**src/rtl/early_debouncer_pkg.sv**
```systemverilog
// ============================================================================
// Module  : early_debouncer_pkg
// Purpose : Shared state encoding and default lockout length for early_debouncer.
// Revision: 1.0 - initial release
// ============================================================================
`default_nettype none

package early_debouncer_pkg;

  typedef enum logic [1:0] {
    ZERO  = 2'd0,
    LOCK1 = 2'd1,
    ONE   = 2'd2,
    LOCK0 = 2'd3
  } deb_state_t;

  localparam int unsigned DEF_LOCK_CYCLES = 1_000_000;

endpackage

`default_nettype wire

```
**src/rtl/sync_2ff.sv**
```systemverilog
// ============================================================================
// Module  : sync_2ff
// Purpose : Two-flop synchronizer for a single asynchronous level; resets to 0.
// Revision: 1.0 - initial release
// ============================================================================
`default_nettype none

module sync_2ff (
  input  logic clk,
  input  logic reset,
  input  logic d_i,
  output logic q_o
);

  logic meta_q;
  logic sync_q;

  always_ff @(posedge clk) begin
    if (reset) begin
      meta_q <= 1'b0;
      sync_q <= 1'b0;
    end else begin
      meta_q <= d_i;
      sync_q <= meta_q;
    end
  end

  assign q_o = sync_q;

endmodule

`default_nettype wire

```
**src/rtl/early_debouncer.sv**
```systemverilog
// ============================================================================
// Module  : early_debouncer
// Purpose : Immediate-response debouncer: db follows the first edge, then holds
//           for LOCK_CYCLES clocks. Macro EARLY_DEBOUNCER_SYNC_EN adds a
//           2-flop input synchronizer (3-cycle sw-to-db latency).
// Revision: 1.0 - initial release
// ============================================================================
`default_nettype none

module early_debouncer
  import early_debouncer_pkg::*;
#(
  parameter int unsigned LOCK_CYCLES = DEF_LOCK_CYCLES
) (
  input  logic clk,
  input  logic reset,
  input  logic sw,
  output logic db,
  output logic locked
);

  localparam int unsigned          CNT_W    = $clog2(LOCK_CYCLES);
  localparam logic [CNT_W-1:0]     CNT_LAST = CNT_W'(LOCK_CYCLES - 1);

  logic sw_s;

`ifdef EARLY_DEBOUNCER_SYNC_EN
  sync_2ff u_sync (
    .clk   (clk),
    .reset (reset),
    .d_i   (sw),
    .q_o   (sw_s)
  );
`else
  assign sw_s = sw;
`endif

  deb_state_t       state_q, state_d;
  logic [CNT_W-1:0] cnt_q, cnt_d;
  logic             db_q, db_d;
  logic             locked_q, locked_d;
  logic             expired;

  always_comb begin
    state_d = state_q;
    cnt_d   = cnt_q;
    expired = (cnt_q == CNT_LAST);

    case (state_q)
      ZERO: begin
        if (sw_s) begin
          state_d = LOCK1;
          cnt_d   = '0;
        end
      end
      LOCK1: begin
        // Only the level present on the expiry cycle decides where we go.
        if (expired) begin
          cnt_d   = '0;
          state_d = sw_s ? ONE : LOCK0;
        end else begin
          cnt_d = cnt_q + CNT_W'(1);
        end
      end
      ONE: begin
        if (!sw_s) begin
          state_d = LOCK0;
          cnt_d   = '0;
        end
      end
      LOCK0: begin
        if (expired) begin
          cnt_d   = '0;
          state_d = sw_s ? LOCK1 : ZERO;
        end else begin
          cnt_d = cnt_q + CNT_W'(1);
        end
      end
      default: begin
        state_d = ZERO;
        cnt_d   = '0;
      end
    endcase

    db_d     = (state_d == LOCK1) || (state_d == ONE);
    locked_d = (state_d == LOCK1) || (state_d == LOCK0);
  end

  always_ff @(posedge clk) begin
    if (reset) begin
      state_q  <= ZERO;
      cnt_q    <= '0;
      db_q     <= 1'b0;
      locked_q <= 1'b0;
    end else begin
      state_q  <= state_d;
      cnt_q    <= cnt_d;
      db_q     <= db_d;
      locked_q <= locked_d;
    end
  end

  assign db     = db_q;
  assign locked = locked_q;

endmodule

`default_nettype wire

```
**config.mk**
```make
export PLATFORM = sky130hd
export DESIGN_NAME = early_debouncer
export DESIGN_NICKNAME = d
export VERILOG_FILES = /design/src/rtl/early_debouncer_pkg.sv /design/src/rtl/sync_2ff.sv /design/src/rtl/early_debouncer.sv
export SDC_FILE = /design/constraint.sdc
export NUM_CORES = 1
export LEC_CHECK = 0
export CAP_MARGIN = 20
export CORE_ASPECT_RATIO = 1.4
export CORE_MARGIN = 3
export CORE_UTILIZATION = 56
export CTS_BUF_LIST = sky130_fd_sc_hd__clkbuf_4 sky130_fd_sc_hd__clkbuf_8
export CTS_CLUSTER_SIZE = 8
export DETAILED_ROUTE_END_ITERATION = 12
export HOLD_SLACK_MARGIN = 0.1
export PLACE_DENSITY_LB_ADDON = 0.25
export SLEW_MARGIN = 20
export SYNTH_ARGS = -nofsm -noshare
export SYNTH_HDL_FRONTEND = slang
export SYNTH_HIERARCHICAL = 1
export SYNTH_SLANG_ARGS = --single-unit
```
**constraint.sdc**
```tcl
create_clock -name clk -period 2.2 [get_ports clk]
set_clock_uncertainty 0.05 [all_clocks]
set_input_delay 0.44 -clock clk [delete_from_list [all_inputs] [get_ports clk]]
set_output_delay 0.44 -clock clk [all_outputs]
set_load 0.01 [all_outputs]
```
# After elaboration in Yosys (flattened, before gate mapping)

Cells that the tools add are included.

Output and inout port bits: 2
Flip-flop bits (word level): 24
Word-level logic and storage cells: 30

Equal/unequal tests: 9
Multiplexer cells: 11
Reductions and logical operators: 5
Add/sub/neg operators: 1

Operators by type and width:

| kind                                                             | number |
|---|---|
| 20-bit 2-to-1 mux                                                | 3 |
| 20-bit case mux with 3 select lines                              | 1 |
| 20-bit by 1-bit adder with 20-bit output (second input constant) | 1 |
| 20-bit == test (second input constant)                           | 1 |
| 2-bit == test (second input constant)                            | 4 |
| 2-bit 2-to-1 mux                                                 | 4 |
| 2-bit case mux with 4 select lines                               | 1 |
| 2-bit by 1-bit == test with 1-bit output (second input constant) | 2 |
| 2-bit != test (second input constant)                            | 2 |
| 2-bit zero test                                                  | 1 |
| 1-bit logical OR                                                 | 2 |
| 1-bit 2-to-1 mux                                                 | 2 |
| 2-bit AND reduction                                              | 1 |
| 2-bit OR reduction                                               | 1 |

# Longest topological paths before layout

Gate-level depths: netlist (run 1).

Word-level depth: 5
Gate-level depth with buffers: 8

# Least setup slack after synthesis (run 1)

Ideal clock, no wire load.

Kind: reg2reg
Start: register cnt_q[0]
End: register db_q, in the netlist db
Period minus slack after synthesis: 2.036 ns
Stages on the path, launching flop included: 8
Setup slack: 0.164 ns
Arrival: 1.919 ns
Buffers on the path: 0
Required time: 2.084 ns
Setup time: 0.066 ns
Cells stage by stage: dfxtp_1 -> ha_1 -> nand3_2 -> or3_4 -> nor4_4 -> xnor2_1 -> ha_1 -> nor2_1

Cells in the longest elaborated chain, start to end: 5

Ends and longest elaborated chain:

| element                                                                          | RTL line                                     | source |
|---|---|---|
| start: declaration                                                               | early_debouncer.sv:39                        | `logic [CNT_W-1:0] cnt_q, cnt_d;` |
| start signal: assignment                                                         | early_debouncer.sv:97                        | `cnt_q <= cnt_d;` |
| 20-bit == test *                                                                 | early_debouncer.sv:47                        | `expired = (cnt_q == CNT_LAST);` |
| 2-bit 2-to-1 mux (on tied branches)                                              | early_debouncer.sv:72, early_debouncer.sv:58 |  |
| 2-bit case mux with 4 select lines *                                             | early_debouncer.sv:49                        | `case (state_q)` |
| 2-bit by 1-bit == test with 1-bit output / 2-bit == test (equally long branches) | early_debouncer.sv:85                        | `db_d = (state_d == LOCK1) \|\| (state_d == ONE);` |
| 1-bit logical OR *                                                               | early_debouncer.sv:85                        |  |
| end signal: assignment                                                           | early_debouncer.sv:93                        | `db_q <= 1'b0;` |
| end signal: assignment                                                           | early_debouncer.sv:98                        | `db_q <= db_d;` |
| end: declaration                                                                 | early_debouncer.sv:40                        | `logic db_q, db_d;` |

Every way passes the cells marked *; elsewhere a longest branch is shown, timed or not.
A chain may end at the register's enable or synchronous reset.

# Worst setup path after layout (run 1)

Start: register cnt_q[2]
End: register cnt_q[19]

Cells in the longest elaborated chain, start to end: 3

Ends and longest elaborated chain:

| element                                                                           | RTL line |
|---|---|
| 20-bit by 1-bit adder with 20-bit output / 20-bit == test (equally long branches) | early_debouncer.sv:62, early_debouncer.sv:76, early_debouncer.sv:47 |
| 20-bit 2-to-1 mux *                                                               | early_debouncer.sv:58, early_debouncer.sv:72 |
| 20-bit case mux with 3 select lines *                                             | early_debouncer.sv:49 |

Marks and branches as above.

==> results_dict.tcl, run 1 <==
set metrics [dict create \
    first_pass_iters 6 \
    reg2reg_depth 5 \
    cts_made_buffers 3 \
    synth_largest_area_cell "dfxtp_1" \
    post-route-drc-count 0 \
    ant_nets 0 \
    crit_required_ns 2.36 \
    timing.rr.end "cnt_q[19]" \
    drive_gt1_frac 0.137 \
    ys_top_cells_by_count "24 x dfxtp_1, 15 x nand3_1, 14 x a21oi_1" \
    grt_setup_unrepaired "no" \
    row_count 19 \
    antenna_found_initial 0 \
    fin_util 0.688 \
    die_area_sq_um 2880 \
    ys_ff_latch 24 \
    tightest_slew_ns 0.735 \
    n_antenna_cell 0 \
    cts_hold_buf 0 \
    avgSynthCellArea_sq_um 8.34 \
    synth.cell_area_sq_um 1270 \
    min_period_ns 2.01 \
    finalPower_uw 739 \
    end_kind "flop" \
    finish.instance_area_sq_um 1410 \
    grt_usage 0.199 \
    via_count 1144 \
    min-delay-start "cnt_q[16]" \
    hold_viol_final 0 \
    critPathKind "reg2reg" \
    cap_violations 0 \
    viasPerCell 6.29 \
    finalCritPeriodShare 0.913 \
    grt_first_pass_wirelength_mm 4.37 \
    clock_path_buffers 2 \
    hold_class "reg2reg" \
    slew_violations 0 \
    setup_viol 0 \
    yosysWarnings 6 \
    multiInputGateArea_sq_um 748 \
    core-area_sq_um 2040 \
    synth.most_common_cell "dfxtp_1" \
    min_to "cnt_q[16]" \
    critical_path.max_fanout 8 \
    slew_headroom 0.508 \
    nFillCells 181 \
    overflow 0 \
    max_freq_ghz 0.498 \
    peakVddDrop_mv 0.368 \
    grt_pass1_vias 1051 \
    ios 5 \
    placed_area_sq_um 1360 \
    synth-async-reset-ratio 0 \
    startpoint_type "flop" \
    syn-num-nets 157 \
    hold_path_depth 1 \
    dpl.hpwl_mm 1.90 \
    clkSinkCount 24 \
    synth_area_leaders "dfxtp_1 38%, nand3_1 5.9%, a21oi_1 5.5%, a31oi_1 3.9%, nor2_1 3.8%" \
    htreeDepth 1 \
    layout.nets 167 \
    wl_mm 2.56 \
    synth_ff_type "dfxtp_1" \
    yosysSeqAreaShare 0.379 \
    synth.distinct_cells 40 \
    crit_arrival_ns 2.17 \
    syn_to_final_growth_pct 11.1 \
    worstSkewPairLatency_ns 0.31 \
    power_leakage_nw 0.531 \
    fp.dieH_microns 62.3 \
    gp_congestion 0.798 \
    drt_iter0_markers 27 \
    io_buffers 4 \
    outcome "finished clean" \
    die_x_microns 46.2 \
    cts_tree "done" \
    power_density_nw_per_um2 525 \
    start_util 0.620 \
    fin_tns_setup_ns 0 \
    grt_start_max_net_pins 22 \
    regArea_sq_um 482 \
    ff2ff_setup_slack_ns 0.19 \
    ctsRootBufferMaster "clkbuf_4" \
    wire_per_inst_microns 14.0 \
    clkTransAtPathRegs_ns 0.13 \
    synthCells 152 \
    timing.rr.start "cnt_q[2]" \
    synth_top_area_share 0.379 \
    synth_edf_count 0 \
]
## how the worst max path moves through the flow
stage / start / endpoint / slack [ns]
2_1_floorplan: cnt_q[0] / db / 0.16
3_3_place_gp: sw / cnt_q[3] / -0.23
3_5_place_dp: cnt_q[1] / db / 0.08
4_1_cts: cnt_q[0] / db / 0.04
5_1_grt: cnt_q[9] / db / 0.07
6_report: cnt_q[2] / cnt_q[19] / 0.19
## kinds of logic after synthesis
logic type,Yosys count,share of synthesized area
compound gates,38,0.192
buf+inv,13,0.0464
xor+xnor,3,0.0207
flops,24,0.379
fa+ha+maj,2,0.0197
mux,2,0.0158
simple gates,70,0.327
## power by group
group	internal [mW]	total [mW]	switching [mW]
Combinational	0.0274	0.0619	0.0345
Sequential	0.441	0.446	0.00547
Clock	0.101	0.231	0.130
Total	0.569	0.739	0.170
## critical path, cell delays in order, from the launching register on
cell     delay, ns
dfxtp_1       0.49
nand4_1       0.22
nor4_2        0.52
nand3_1       0.18
and3_1        0.21
a221o_1       0.25
## per-stage QoR
stage / setup WS, ns / std cells / hold WS (ns)
floorplan: 0.164 / 152 / 0.404
global placement: -0.232 / 178 / 0.421
detailed placement: 0.0811 / 178 / 0.429
CTS: 0.0425 / 182 / 0.459
global route: 0.0661 / 182 / 0.485
finish: 0.191 / 182 / 0.457
## per-layer routing
| metal | wire length, microns | part of all wire | track usage |
|---|---|---|---|
| met5 | 0 | 0 | 0 |
| met4 | 51 | 0.020 | 0.0783 |
| met2 | 1370 | 0.54 | 0.336 |
| met1 | 1070 | 0.42 | 0.227 |
| met3 | 64 | 0.025 | 0.0462 |
## final cells by class
type	count	area share
Clock buffer	4	0.0258
Tap cell	21	0.0187
Sequential cell	24	0.342
Timing Repair Buffer	10	0.0604
Multi-Input combinational cell	115	0.532
Inverter	8	0.0213
## sequential cells by signal, summed over array words and instances, names as in the netlist
| register | flops |
|---|---|
| cnt_q | 20 |
| db | 1 |
| locked | 1 |
| state_q | 2 |
## layout by cell type (no fill, tap or decap), drive strengths merged, types with 2 or more instances in the layout
cell           netlist  routed
o21ai                5       5
nand3               16      16
nand2b               2       2
a21o                 3       3
nor4b                2       2
or3                  2       2
and3                 4       4
a21oi               14      14
nor4                 4       4
nor3                 3       3
nor2                13      13
mux2i                2       2
clkbuf               2       4
nand2               11      11
dfxtp               24      24
nand4                4       4
clkdlybuf4s50        0       4
ha                   2       2
or3b                 3       3
nor2b                2       2
buf                  3       6
a22o                 4       4
inv                  8       8
a31oi                8       8
a221o                2       2
xnor2                2       2
## repair_timing
action | 4_1_cts | 5_1_grt
setup endpoints to repair | 0 | 8
setup buffers | 0 | 0
resized for setup | 0 | 4
(Power assumes the default switching activity.)
==> run 2: changes to the inputs <==
PLACE_DENSITY = 0.77   (was default)
PLACE_DENSITY_LB_ADDON = default   (was 0.25)
==> run 2 against run 1 <==
  * Cell area decreased by 2.3%
  * Largest power group unchanged
  * Clock-buffer cell count decreased by 1
  * Critical path type unchanged
  * Via count decreased by 2.1%
  * First-iteration DRC count increased by 93%
  * Combinational power decreased by 1%
==> results_dict.tcl, run 2 (synthesis results as in run 1) <==
set metrics [dict create \
    power_leakage_nw 0.517 \
    dpl.hpwl_mm 1.86 \
    critical_path.max_fanout 31 \
    antenna_found_initial 0 \
    grt_first_pass_wirelength_mm 4.45 \
    cts_resized 0 \
    preCtsSetupSlack_ns 0.0948 \
    post_cts_buffers 0 \
    top_regs "cnt_q: 20 flops, state_q: 2 flops" \
    setup_viol 0 \
    gp_congestion 0.779 \
    max_freq_ghz 0.485 \
    crit_arrival_ns 2.23 \
    post-route-drc-count 0 \
    cts_hold_buf 0 \
    layout.nets 165 \
    ant_nets 0 \
    row_count 19 \
    finish.instance_area_sq_um 1380 \
    end_kind "flop" \
    clock_path_buffers 2 \
    first_pass_iters 4 \
    worstSkewPairLatency_ns 0.31 \
    grt_setup_unrepaired "no" \
    startpoint_type "flop" \
    die_x_microns 46.2 \
    ios 5 \
    power_frac_clock 0.268 \
    htreeDepth 1 \
    start_util 0.620 \
    p_switching_uw 161 \
    via_count 1120 \
    tightest_slew_ns 0.450 \
    drt_iter0_markers 52 \
    fin_util 0.673 \
    top_register "cnt_q" \
    clkSinkCount 24 \
    syn_to_final_growth_pct 8.49 \
    overflow 0 \
    layout_common_cells "22 x dfxtp_1, 15 x nand3_1, 14 x a21oi_1" \
    switching_share 0.233 \
    wire_per_inst_microns 14.0 \
    fp.dieH_microns 62.3 \
    fin_tns_setup_ns 0 \
    grt_start_max_net_pins 32 \
    placed_area_sq_um 1350 \
    hold_viol_final 0 \
    p_int_uw 532 \
    final_cells 179 \
    cap_violations 0 \
    crit_required_ns 2.37 \
    finalPower_uw 693 \
    critPathKind "reg2reg" \
    whs_ns 0.445 \
    ctsRootBufferMaster "clkbuf_4" \
    io_buffers 4 \
    final_common_cell "dfxtp_1" \
    slew_headroom 0.697 \
    min_period_ns 2.06 \
    clkTransAtPathRegs_ns 0.12 \
    grt_pass1_vias 1061 \
    viasPerCell 6.26 \
    slew_violations 0 \
    drive_gt1_frac 0.114 \
    largest_reg_flops 20 \
    wl_mm 2.51 \
    p_seq_frac 0.644 \
    hold_class "reg2reg" \
    core-area_sq_um 2040 \
    peakVddDrop_mv 0.350 \
    hold_path_depth 2 \
    comb_power_share 0.088 \
    finalCritPeriodShare 0.936 \
    worst_slack_ns 0.140 \
    grt_usage 0.199 \
    outcome "finished clean" \
    reg2reg_depth 8 \
    place_inst 176 \
    die_area_sq_um 2880 \
    n_antenna_cell 0 \
    cts_made_buffers 3 \
    power_density_nw_per_um2 504 \
    cts_tree "done" \
]
[run 2: final cells by class]
cell class	instances	area, sq um
flip-flops and latches	24	483
clock buffers	3	22.5
fillers	168	669
multi-input cells	115	731
repair buffers	8	82.6
well taps	21	26.3
inverters	8	30.0
[run 2: final timing paths]
check / start / to / slack, ns
max: cnt_q[0] / cnt_q[19] / 0.14
min: cnt_q[18] / cnt_q[18] / 0.45
max reg2reg: cnt_q[0] / cnt_q[19] / 0.14
min reg2reg: cnt_q[18] / cnt_q[18] / 0.45
[run 2: critical path: stages (launching register included)]
cell and delay (ns):
dfxtp_2 0.38, ha_2 0.23, nand3_2 0.09, buf_4 0.17
nor3_2 0.29, a211oi_2 0.15, buf_12 0.19, and3_1 0.17
a221o_1 0.25
[run 2: power by group through the flow]
stage               sequential [mW]  combinational (mW)  clock, mW
global placement              0.455              0.0588          0
floorplan                     0.456              0.0385          0
detailed placement            0.456              0.0613          0
finish                        0.446              0.0610      0.186
global route                  0.448              0.0691      0.211
CTS                           0.446              0.0615      0.197
[run 2: per-layer routing]
layer | global-route usage | up-vias | wire length, microns
li1 | - | 572 | -
met1 | 0.234 | 523 | 1060
met2 | 0.343 | 18 | 1330
met3 | 0.0289 | 7 | 53
met4 | 0.0747 | 0 | 51
met5 | 0 | - | 0
==> run 3: changes to the inputs <==
CTS_CLUSTER_SIZE = 25   (was 8)
SYNTH_HIERARCHICAL = default   (was 1)
==> results of run 3 <==
Final layout, timing and power as in run 2 (identical DEF).
Main changes from that run: Yosys warning count 6 -> 0
